File: config.mk
export PLATFORM = sky130hd
export DESIGN_NAME = multibyte_add_seq
export DESIGN_NICKNAME = d
export VERILOG_FILES = /design/src/rtl/multibyte_add_pkg.sv /design/src/rtl/byte_add_stage.sv /design/src/rtl/multibyte_add_seq.sv
export SDC_FILE = /design/constraint.sdc
export NUM_CORES = 1
export LEC_CHECK = 0
export CORE_MARGIN = 4
export CORE_UTILIZATION = 47
export CTS_BUF_LIST = sky130_fd_sc_hd__clkbuf_8
export DETAILED_ROUTE_END_ITERATION = 12
export MAX_ROUTING_LAYER = met4
export PLACE_DENSITY = 0.85
export SYNTH_ARGS = -nofsm -noshare
export SYNTH_HDL_FRONTEND = slang
export SYNTH_HIERARCHICAL = 1
export SYNTH_SLANG_ARGS = --single-unit
File: constraint.sdc
create_clock -name clk -period 3.35 [get_ports clk]
set_input_delay 0.67 -clock clk [delete_from_list [all_inputs] [get_ports clk]]
set_output_delay 0.67 -clock clk [all_outputs]
set_load 0.005 [all_outputs]
File: src/rtl/multibyte_add_pkg.sv
// rtl/multibyte_add_pkg.sv - shared types and constants for the sequential multi-byte adder
package multibyte_add_pkg;

  // Controller states
  typedef enum logic [1:0] {
    IDLE = 2'd0,
    BUSY = 2'd1,
    DONE = 2'd2
  } state_t;

  // Width of the single adder slice the word is streamed through
  localparam int BYTE_W = 8;

  // Supported operand sizes, in bytes
  localparam int NBYTES_MIN = 2;
  localparam int NBYTES_MAX = 16;

endpackage

File: src/rtl/byte_add_stage.sv
// rtl/byte_add_stage.sv - combinational 8-bit add slice with carry and signed overflow
module byte_add_stage
  import multibyte_add_pkg::*;
(
  input  logic [BYTE_W-1:0] x,
  input  logic [BYTE_W-1:0] y,
  input  logic              ci,
  output logic [BYTE_W-1:0] s,
  output logic              co,
  output logic              ov
);

  logic [BYTE_W:0] full;
  logic            c_msb;

  // Plain ripple add; the carry into the top bit is recovered from the sum bit
  always_comb begin
    full  = {1'b0, x} + {1'b0, y} + {{BYTE_W{1'b0}}, ci};
    s     = full[BYTE_W-1:0];
    co    = full[BYTE_W];
    c_msb = x[BYTE_W-1] ^ y[BYTE_W-1] ^ full[BYTE_W-1];
    ov    = c_msb ^ full[BYTE_W];
  end

endmodule

File: src/rtl/multibyte_add_seq.sv
// rtl/multibyte_add_seq.sv - byte-serial wide adder front end (optional SUBTRACT_EN adds a sub port)
module multibyte_add_seq
  import multibyte_add_pkg::*;
#(
  parameter int NBYTES = 4
) (
  input  logic                     clk,
  input  logic                     rst,
  input  logic                     start,
  input  logic [BYTE_W*NBYTES-1:0] a,
  input  logic [BYTE_W*NBYTES-1:0] b,
`ifdef SUBTRACT_EN
  input  logic                     sub,
`endif
  input  logic                     cin,
  output logic                     ready,
  output logic                     busy,
  output logic                     done,
  output logic [BYTE_W*NBYTES-1:0] sum,
  output logic                     cout,
  output logic                     ovf
);

  localparam int W     = BYTE_W * NBYTES;
  localparam int IDX_W = (NBYTES > 1) ? $clog2(NBYTES) : 1;
  localparam logic [IDX_W-1:0] LAST_IDX = IDX_W'(NBYTES - 1);

  state_t           state;
  logic [IDX_W-1:0] idx;
  logic [W-1:0]     a_q;
  logic [W-1:0]     b_q;
  logic             carry;

  logic [W-1:0]       b_in;
  logic               c_in;
  logic [IDX_W+2:0]   bit_off;
  logic [BYTE_W-1:0]  x;
  logic [BYTE_W-1:0]  y;
  logic [BYTE_W-1:0]  s;
  logic               co;
  logic               ov;

  // Subtraction is a+~b+1, so only the latched B and initial carry change
`ifdef SUBTRACT_EN
  assign b_in = sub ? ~b : b;
  assign c_in = sub ? 1'b1 : cin;
`else
  assign b_in = b;
  assign c_in = cin;
`endif

  // Byte lane currently being processed (BYTE_W is 8, so idx*8)
  assign bit_off = {idx, 3'b000};
  assign x       = a_q[bit_off +: BYTE_W];
  assign y       = b_q[bit_off +: BYTE_W];

  byte_add_stage u_stage (
    .x  (x),
    .y  (y),
    .ci (carry),
    .s  (s),
    .co (co),
    .ov (ov)
  );

  // Controller, byte counter, operand capture and sum assembly
  always_ff @(posedge clk) begin
    if (rst) begin
      state <= IDLE;
      idx   <= '0;
      a_q   <= '0;
      b_q   <= '0;
      carry <= 1'b0;
      sum   <= '0;
      cout  <= 1'b0;
      ovf   <= 1'b0;
      ready <= 1'b1;
      busy  <= 1'b0;
      done  <= 1'b0;
    end else begin
      case (state)
        IDLE, DONE: begin
          done <= 1'b0;
          if (start) begin
            a_q   <= a;
            b_q   <= b_in;
            carry <= c_in;
            sum   <= '0;
            idx   <= '0;
            state <= BUSY;
            ready <= 1'b0;
            busy  <= 1'b1;
          end else begin
            state <= IDLE;
            ready <= 1'b1;
            busy  <= 1'b0;
          end
        end
        BUSY: begin
          sum[bit_off +: BYTE_W] <= s;
          carry <= co;
          idx   <= idx + 1'b1;
          if (idx == LAST_IDX) begin
            cout  <= co;
            ovf   <= ov;
            state <= DONE;
            done  <= 1'b1;
            ready <= 1'b1;
            busy  <= 1'b0;
          end
        end
        default: begin
          state <= IDLE;
          ready <= 1'b1;
          busy  <= 1'b0;
          done  <= 1'b0;
        end
      endcase
    end
  end

endmodule

==> results of run 1 <==
state kept, by name (all words and copies together) (netlist names):
name   count
carry      1
cout       1
a_q       32
b_q       32
ready      1
busy       1
idx        2
state      1
done       1
ovf        1
sum       32
how the worst min path moves through the flow:
stage	from	endpoint	slack [ns]
final	a_q[4]	a_q[4]	0.46
after global routing	a_q[28]	a_q[28]	0.47
after CTS	a_q[4]	a_q[4]	0.46
after detailed placement	b_q[17]	b_q[17]	0.45
after global placement	b_q[27]	b_q[27]	0.44
after floorplan	a_q[15]	a_q[15]	0.43
worst max-delay path: stages (launching register included):
cell	delay, ns
sky130_fd_sc_hd__dfxtp_1	0.42
sky130_fd_sc_hd__buf_4	0.29
sky130_fd_sc_hd__mux4_1	0.59
sky130_fd_sc_hd__ha_1	0.41
sky130_fd_sc_hd__a21o_1	0.21
sky130_fd_sc_hd__a211o_2	0.34
sky130_fd_sc_hd__o21ai_0	0.21
sky130_fd_sc_hd__xnor2_1	0.13
sky130_fd_sc_hd__nor2b_1	0.16
sky130_fd_sc_hd__a22o_1	0.28
synthesized netlist by cell type (8+ instances only):
library cell                  n  area, um^2
sky130_fd_sc_hd__o2bb2ai_1    8       70.07
sky130_fd_sc_hd__dfxtp_1    105        2102
sky130_fd_sc_hd__a21oi_1     80       400.4
sky130_fd_sc_hd__buf_2       15       75.07
sky130_fd_sc_hd__nand3_1     21       105.1
sky130_fd_sc_hd__clkbuf_1    13       48.80
sky130_fd_sc_hd__nand2b_1    11       68.82
sky130_fd_sc_hd__mux4_2      10       225.2
sky130_fd_sc_hd__a22o_1      16       140.1
sky130_fd_sc_hd__nand2_1    135       506.7
sky130_fd_sc_hd__nor2b_1     10       62.56
sky130_fd_sc_hd__ha_1        13       162.7
routing by layer:
layer	vias up	wire, um
li1	1938	-
met1	1843	4749
met2	136	5415
met3	19	651
met4	0	286
met5	-	0
metrics by stage:
step	std cells	instance area [um^2]	power (mW)
floorplan	506	4681	1.636
global placement	714	5796	1.791
detailed placement	714	5796	1.803
CTS	730	6007	2.610
global route	730	6007	2.713
finish	730	6007	2.599
power groups by stage:
| stage | Combinational [mW] | Sequential (mW) | Clock, mW |
|---|---|---|---|
| finish | 0.440 | 1.34 | 0.824 |
| global route | 0.482 | 1.34 | 0.889 |
| CTS | 0.439 | 1.34 | 0.834 |
| detailed placement | 0.437 | 1.37 | 0 |
| global placement | 0.428 | 1.36 | 0 |
| floorplan | 0.282 | 1.35 | 0 |
logic make-up after synthesis:
family	after synthesis	synth area share
AND/OR/NAND/NOR	196	0.1874
AO/OA/AOI/OAI	128	0.1839
flip-flops	105	0.4491
buffers and inverters	40	0.04330
multiplexers	16	0.08180
adder cells (fa/ha/maj)	15	0.04331
XOR/XNOR	6	0.01123
layout make-up:
type,instances,area share
Clock inverter,7,0.01458
Timing Repair Buffer,111,0.1875
Sequential cell,105,0.3499
Inverter,4,0.002499
Clock buffer,9,0.02062
Tap cell,133,0.02770
Multi-Input combinational cell,361,0.3972
==> results.json, run 1 <==
{
  "status": "finished clean",
  "p_int_mw": 1.927,
  "post_drt_wl_per_cell_um": 15.21,
  "ys_ff_latch": 105,
  "routabilityCongestion": 0.9451,
  "cts.reportedPaths.clkPinSlew_ns": 0.10,
  "cts_setup_buffers": 0,
  "vias": 3936,
  "grt_overflow": 0,
  "mappedNetlistArea_mm2": 0.004681,
  "grt_setup_unrepaired": "false",
  "post_route_cells_drive_above_1_share": 0.07370,
  "number_of_hold_violations_in_the_final_report": 0,
  "arrival_ns": 3.42,
  "endpoint_kind": "register",
  "r2r_end": "sum[23]",
  "postCtsResizedCells": 0,
  "grt_start_max_net_pins": 63,
  "crit_path_start": "idx[0]",
  "final.setup.worst_slack_ns": 0.1751,
  "comb_power_share": 0.169,
  "drtIter0Drc": 131,
  "initial_core_util": 0.4811,
  "worst_ep_required_time_ns": 3.60,
  "syn-mean-instance-area_um2": 9.250,
  "timing.hold.ws_ns": 0.4583,
  "first_global_vias": 3839,
  "power.leakage_nw": 2.270,
  "tightestPinTransition_ns": 1.201,
  "max_freq_ghz": 0.3150,
  "place_worst_setup_slack_ns": 0.1803,
  "io_pins": 105,
  "relSlewSlack": 0.1995,
  "layout.cells.most_common_list": "sky130_fd_sc_hd__nand2_1, sky130_fd_sc_hd__dfxtp_1, sky130_fd_sc_hd__clkdlybuf4s50_1",
  "synth_ff_type": "sky130_fd_sc_hd__dfxtp_1",
  "critical_path_class": "register to register",
  "cp_max_fo": 13,
  "powerDensity_mw_per_mm2": 432.7,
  "switching_portion_of_total_power": 0.2585,
  "worstReg2RegStart": "idx[0]",
  "slew_violations": 0,
  "vdd_ir_drop_max_v": 0.0001996,
  "syn_inst": 506,
  "filler_cells_inserted": 827,
  "floorplan.die_area_mm2": 0.01162,
  "io_buffers": 104,
  "power_dissipated_by_switching_net_loads_mw": 0.6718,
  "syn_to_final_growth_pct": 28.33,
  "gr-usage-met2": 0.3233,
  "busiest_layer": "met2",
  "cts_htree_levels": 3,
  "seq_power_share": 0.514,
  "numClockSinks": 105,
  "setup.reg_to_reg.worst_slack_ns": 0.18,
  "wire_length_of_the_first_global_routing_pass_um": 18240,
  "layout_min_cycle_time_ns": 3.175,
  "die_x_um": 107.8,
  "grt_use_total": 0.2008,
  "final_nets": 675,
  "area.sequential_mm2": 0.002102,
  "synth-edff-count": 0,
  "worst_r2r_path_depth": 9,
  "core-area_mm2": 0.009729,
  "clock-skew-final_ns": 0.01258,
  "combined_area_of_the_multi_input_logic_cells_mm2": 0.002386,
  "timing.setup.tns_ns": 0,
  "worstSkewPairLatency_ns": 0.35,
  "critical_path.startpoint_type": "register",
  "numCtsBuffers": 9,
  "post-route-util": 0.6174,
  "grt_use_met1": 0.2522,
  "finalSetupViolCount": 0,
  "drt_pass1_iterations": 4,
  "vias_per_cell": 5.392,
  "fin_crit_sh": 0.9477,
  "tritoncts": "built",
  "drc": 0,
  "cts_root_buffer": "sky130_fd_sc_hd__clkbuf_8",
  "rows": 36,
  "mostFrequentLayoutCell": "sky130_fd_sc_hd__nand2_1",
  "timing.hold.worst_path_depth": 2,
  "cap_violations": 0,
  "ys_async_sr_fraction": 0,
  "worst_hold_path_type": "register to register",
  "postSynthNetCount": 589,
  "groute.layer.met3.usage": 0.03359,
  "route.antenna.remaining_nets": 0,
  "floorplan.die.height_um": 107.8,
  "grt_antenna_before_repair": 0,
  "synth_sequential_area_ratio": 0.4491,
  "diodes": 0,
  "finalWirelength_um": 11100,
  "synth_cell_types": 46,
  "clockPowerShare": 0.317,
  "cts_buffer_depth": 2,
  "worst_setup_path_endpoint": "sum[23]",
  "synth.yosys.warnings": 6,
  "hold_buffers": 0,
  "place_hpwl_um": 8544
}
(Power assumes the default switching activity.)
==> inputs of run 2 (changes only) <==
CORE_UTILIZATION = 55   (was 47)
DONT_BUFFER_PORTS = 1   (was not set)
PLACE_DENSITY = 0.8   (was 0.85)
==> run 2 against run 1 <==
Fmax is 4.2% higher. Combinational power is 27% lower. Count of clock-buffer cells in the layout is 2 higher. Core utilization is 2.5 points lower. Die area is 14% lower. Global-route usage is 1.7 points higher. Highest routed layer unchanged.
==> results.json, run 2 (synthesized netlist as in run 1, its figures left out) <==
{
  "status": "finished clean",
  "numCtsBuffers": 9,
  "vias_per_cell": 5.930,
  "worst_r2r_path_depth": 9,
  "groute.layer.met3.usage": 0.06393,
  "layout_min_cycle_time_ns": 3.047,
  "drt_pass1_iterations": 4,
  "io_pins": 105,
  "diodes": 0,
  "cts_htree_levels": 3,
  "vdd_ir_drop_max_v": 0.0002956,
  "critical_path_class": "register to register",
  "route.antenna.remaining_nets": 0,
  "postCtsResizedCells": 0,
  "busiest_layer": "met2",
  "cts.reportedPaths.clkPinSlew_ns": 0.10,
  "cts_root_buffer": "sky130_fd_sc_hd__clkbuf_8",
  "cts_setup_buffers": 0,
  "die_x_um": 100.3,
  "layout.cells.most_common_list": "sky130_fd_sc_hd__nand2_1, sky130_fd_sc_hd__dfxtp_1, sky130_fd_sc_hd__a21oi_1",
  "first_global_vias": 3505,
  "place_hpwl_um": 7480,
  "grt_start_max_net_pins": 101,
  "cts_buffer_depth": 2,
  "worstSkewPairLatency_ns": 0.37,
  "tightestPinTransition_ns": 0.9413,
  "io_buffers": 0,
  "drtIter0Drc": 268,
  "layout_top_registers": "a_q: 32 flops, b_q: 32 flops, sum: 32 flops",
  "arrival_ns": 3.35,
  "rows": 33,
  "vias": 3540,
  "gr-usage-met2": 0.3272,
  "design_power_total_mw": 2.474,
  "worst_ep_required_time_ns": 3.66,
  "grt_antenna_before_repair": 0,
  "critical_path.startpoint_type": "register",
  "floorplan.die_area_mm2": 0.01005,
  "max_freq_ghz": 0.3282,
  "core-area_mm2": 0.008258,
  "slew_violations": 0,
  "initial_core_util": 0.5668,
  "syn_to_final_growth_pct": 4.517,
  "power.leakage_nw": 1.859,
  "wire_length_of_the_first_global_routing_pass_um": 16970,
  "grt_use_total": 0.2176,
  "tritoncts": "built",
  "hold_buffers": 0,
  "numClockSinks": 105,
  "grt_setup_unrepaired": "false",
  "routabilityCongestion": 0.9732,
  "worst_hold_path_type": "primary input to register",
  "relSlewSlack": 0.3712,
  "final_nets": 570,
  "endpoint_kind": "register",
  "grt_use_met1": 0.2712,
  "finalSetupViolCount": 0,
  "filler_cells_inserted": 726,
  "cap_violations": 0,
  "cp_max_fo": 4,
  "powerDensity_mw_per_mm2": 505.7,
  "floorplan.die.height_um": 100.3,
  "drc": 0,
  "clock-skew-final_ns": 0.008129,
  "post_drt_wl_per_cell_um": 17.28,
  "timing.setup.tns_ns": 0,
  "number_of_hold_violations_in_the_final_report": 0,
  "grt_overflow": 0,
  "timing.hold.ws_ns": 0.3742,
  "mostFrequentLayoutCell": "sky130_fd_sc_hd__nand2_1",
  "timing.hold.worst_path_depth": 1,
  "fin_crit_sh": 0.9096,
  "finalWirelength_um": 10320,
  "post_route_cells_drive_above_1_share": 0.09146
}
-- run 2: cell types whose count changed in the layout (fill, tap and decap cells not counted), sizes merged --
cell           before  now
buf                 8    6
clkbuf              9   11
clkinv              0    2
clkdlybuf4s50     103    0
bufinv              2    1
clkinvlp            1    0
inv                 8    6
-- run 2: path summary, 6_finish.rpt --
kind                start      end  slack, ns
setup / recovery   idx[0]      ovf       0.30
hold reg to reg   a_q[22]  a_q[22]       0.46
hold / removal        rst     cout       0.37
setup reg to reg   idx[0]      ovf       0.30
-- run 2: power by group --
part | internal [mW] | switching (mW)
registers | 1.30 | 0.0345
logic | 0.124 | 0.196
clock network | 0.392 | 0.424
-- run 2: cell type report --
cell class | instances | area (um^2) | share of cell area
Clock buffer | 11 | 151.4 | 0.03095
Sequential cell | 105 | 2102 | 0.4297
Multi-Input combinational cell | 361 | 2386 | 0.4877
Clock inverter | 5 | 61.31 | 0.01253
Timing Repair Buffer | 6 | 45.04 | 0.009207
Inverter | 4 | 15.01 | 0.003069
Tap cell | 105 | 131.4 | 0.02685
-- run 2: critical path: stages (launching register included) --
cell and delay, ns:
sky130_fd_sc_hd__dfxtp_1 0.42, sky130_fd_sc_hd__mux4_2 0.54, sky130_fd_sc_hd__fa_1 0.49, sky130_fd_sc_hd__fa_1 0.42, sky130_fd_sc_hd__a21o_1 0.24, sky130_fd_sc_hd__a221oi_4 0.29, sky130_fd_sc_hd__o221ai_2 0.14, sky130_fd_sc_hd__a211oi_2 0.22
sky130_fd_sc_hd__nand3_1 0.09, sky130_fd_sc_hd__a21oi_1 0.15
-- run 2: routing by layer --
| layer | wire (um) | part of all wire |
|---|---|---|
| met5 | 0 | 0 |
| met4 | 320 | 0.031 |
| met3 | 760 | 0.074 |
| met1 | 4421 | 0.43 |
| met2 | 4815 | 0.47 |
-- run 2: stage by stage --
| stage | instances | worst slack (ns) | utilization | instance area (um^2) |
|---|---|---|---|---|
| 6_report | 597 | 0.3027 | 0.5924 | 4892 |
| 3_3_place_gp | 581 | 0.3617 | 0.5667 | 4679 |
| 5_1_grt | 597 | 0.07561 | 0.5924 | 4892 |
| 3_5_place_dp | 581 | 0.2920 | 0.5667 | 4679 |
| 2_1_floorplan | 506 | 0.08124 | - | 4681 |
| 4_1_cts | 597 | 0.2847 | 0.5924 | 4892 |
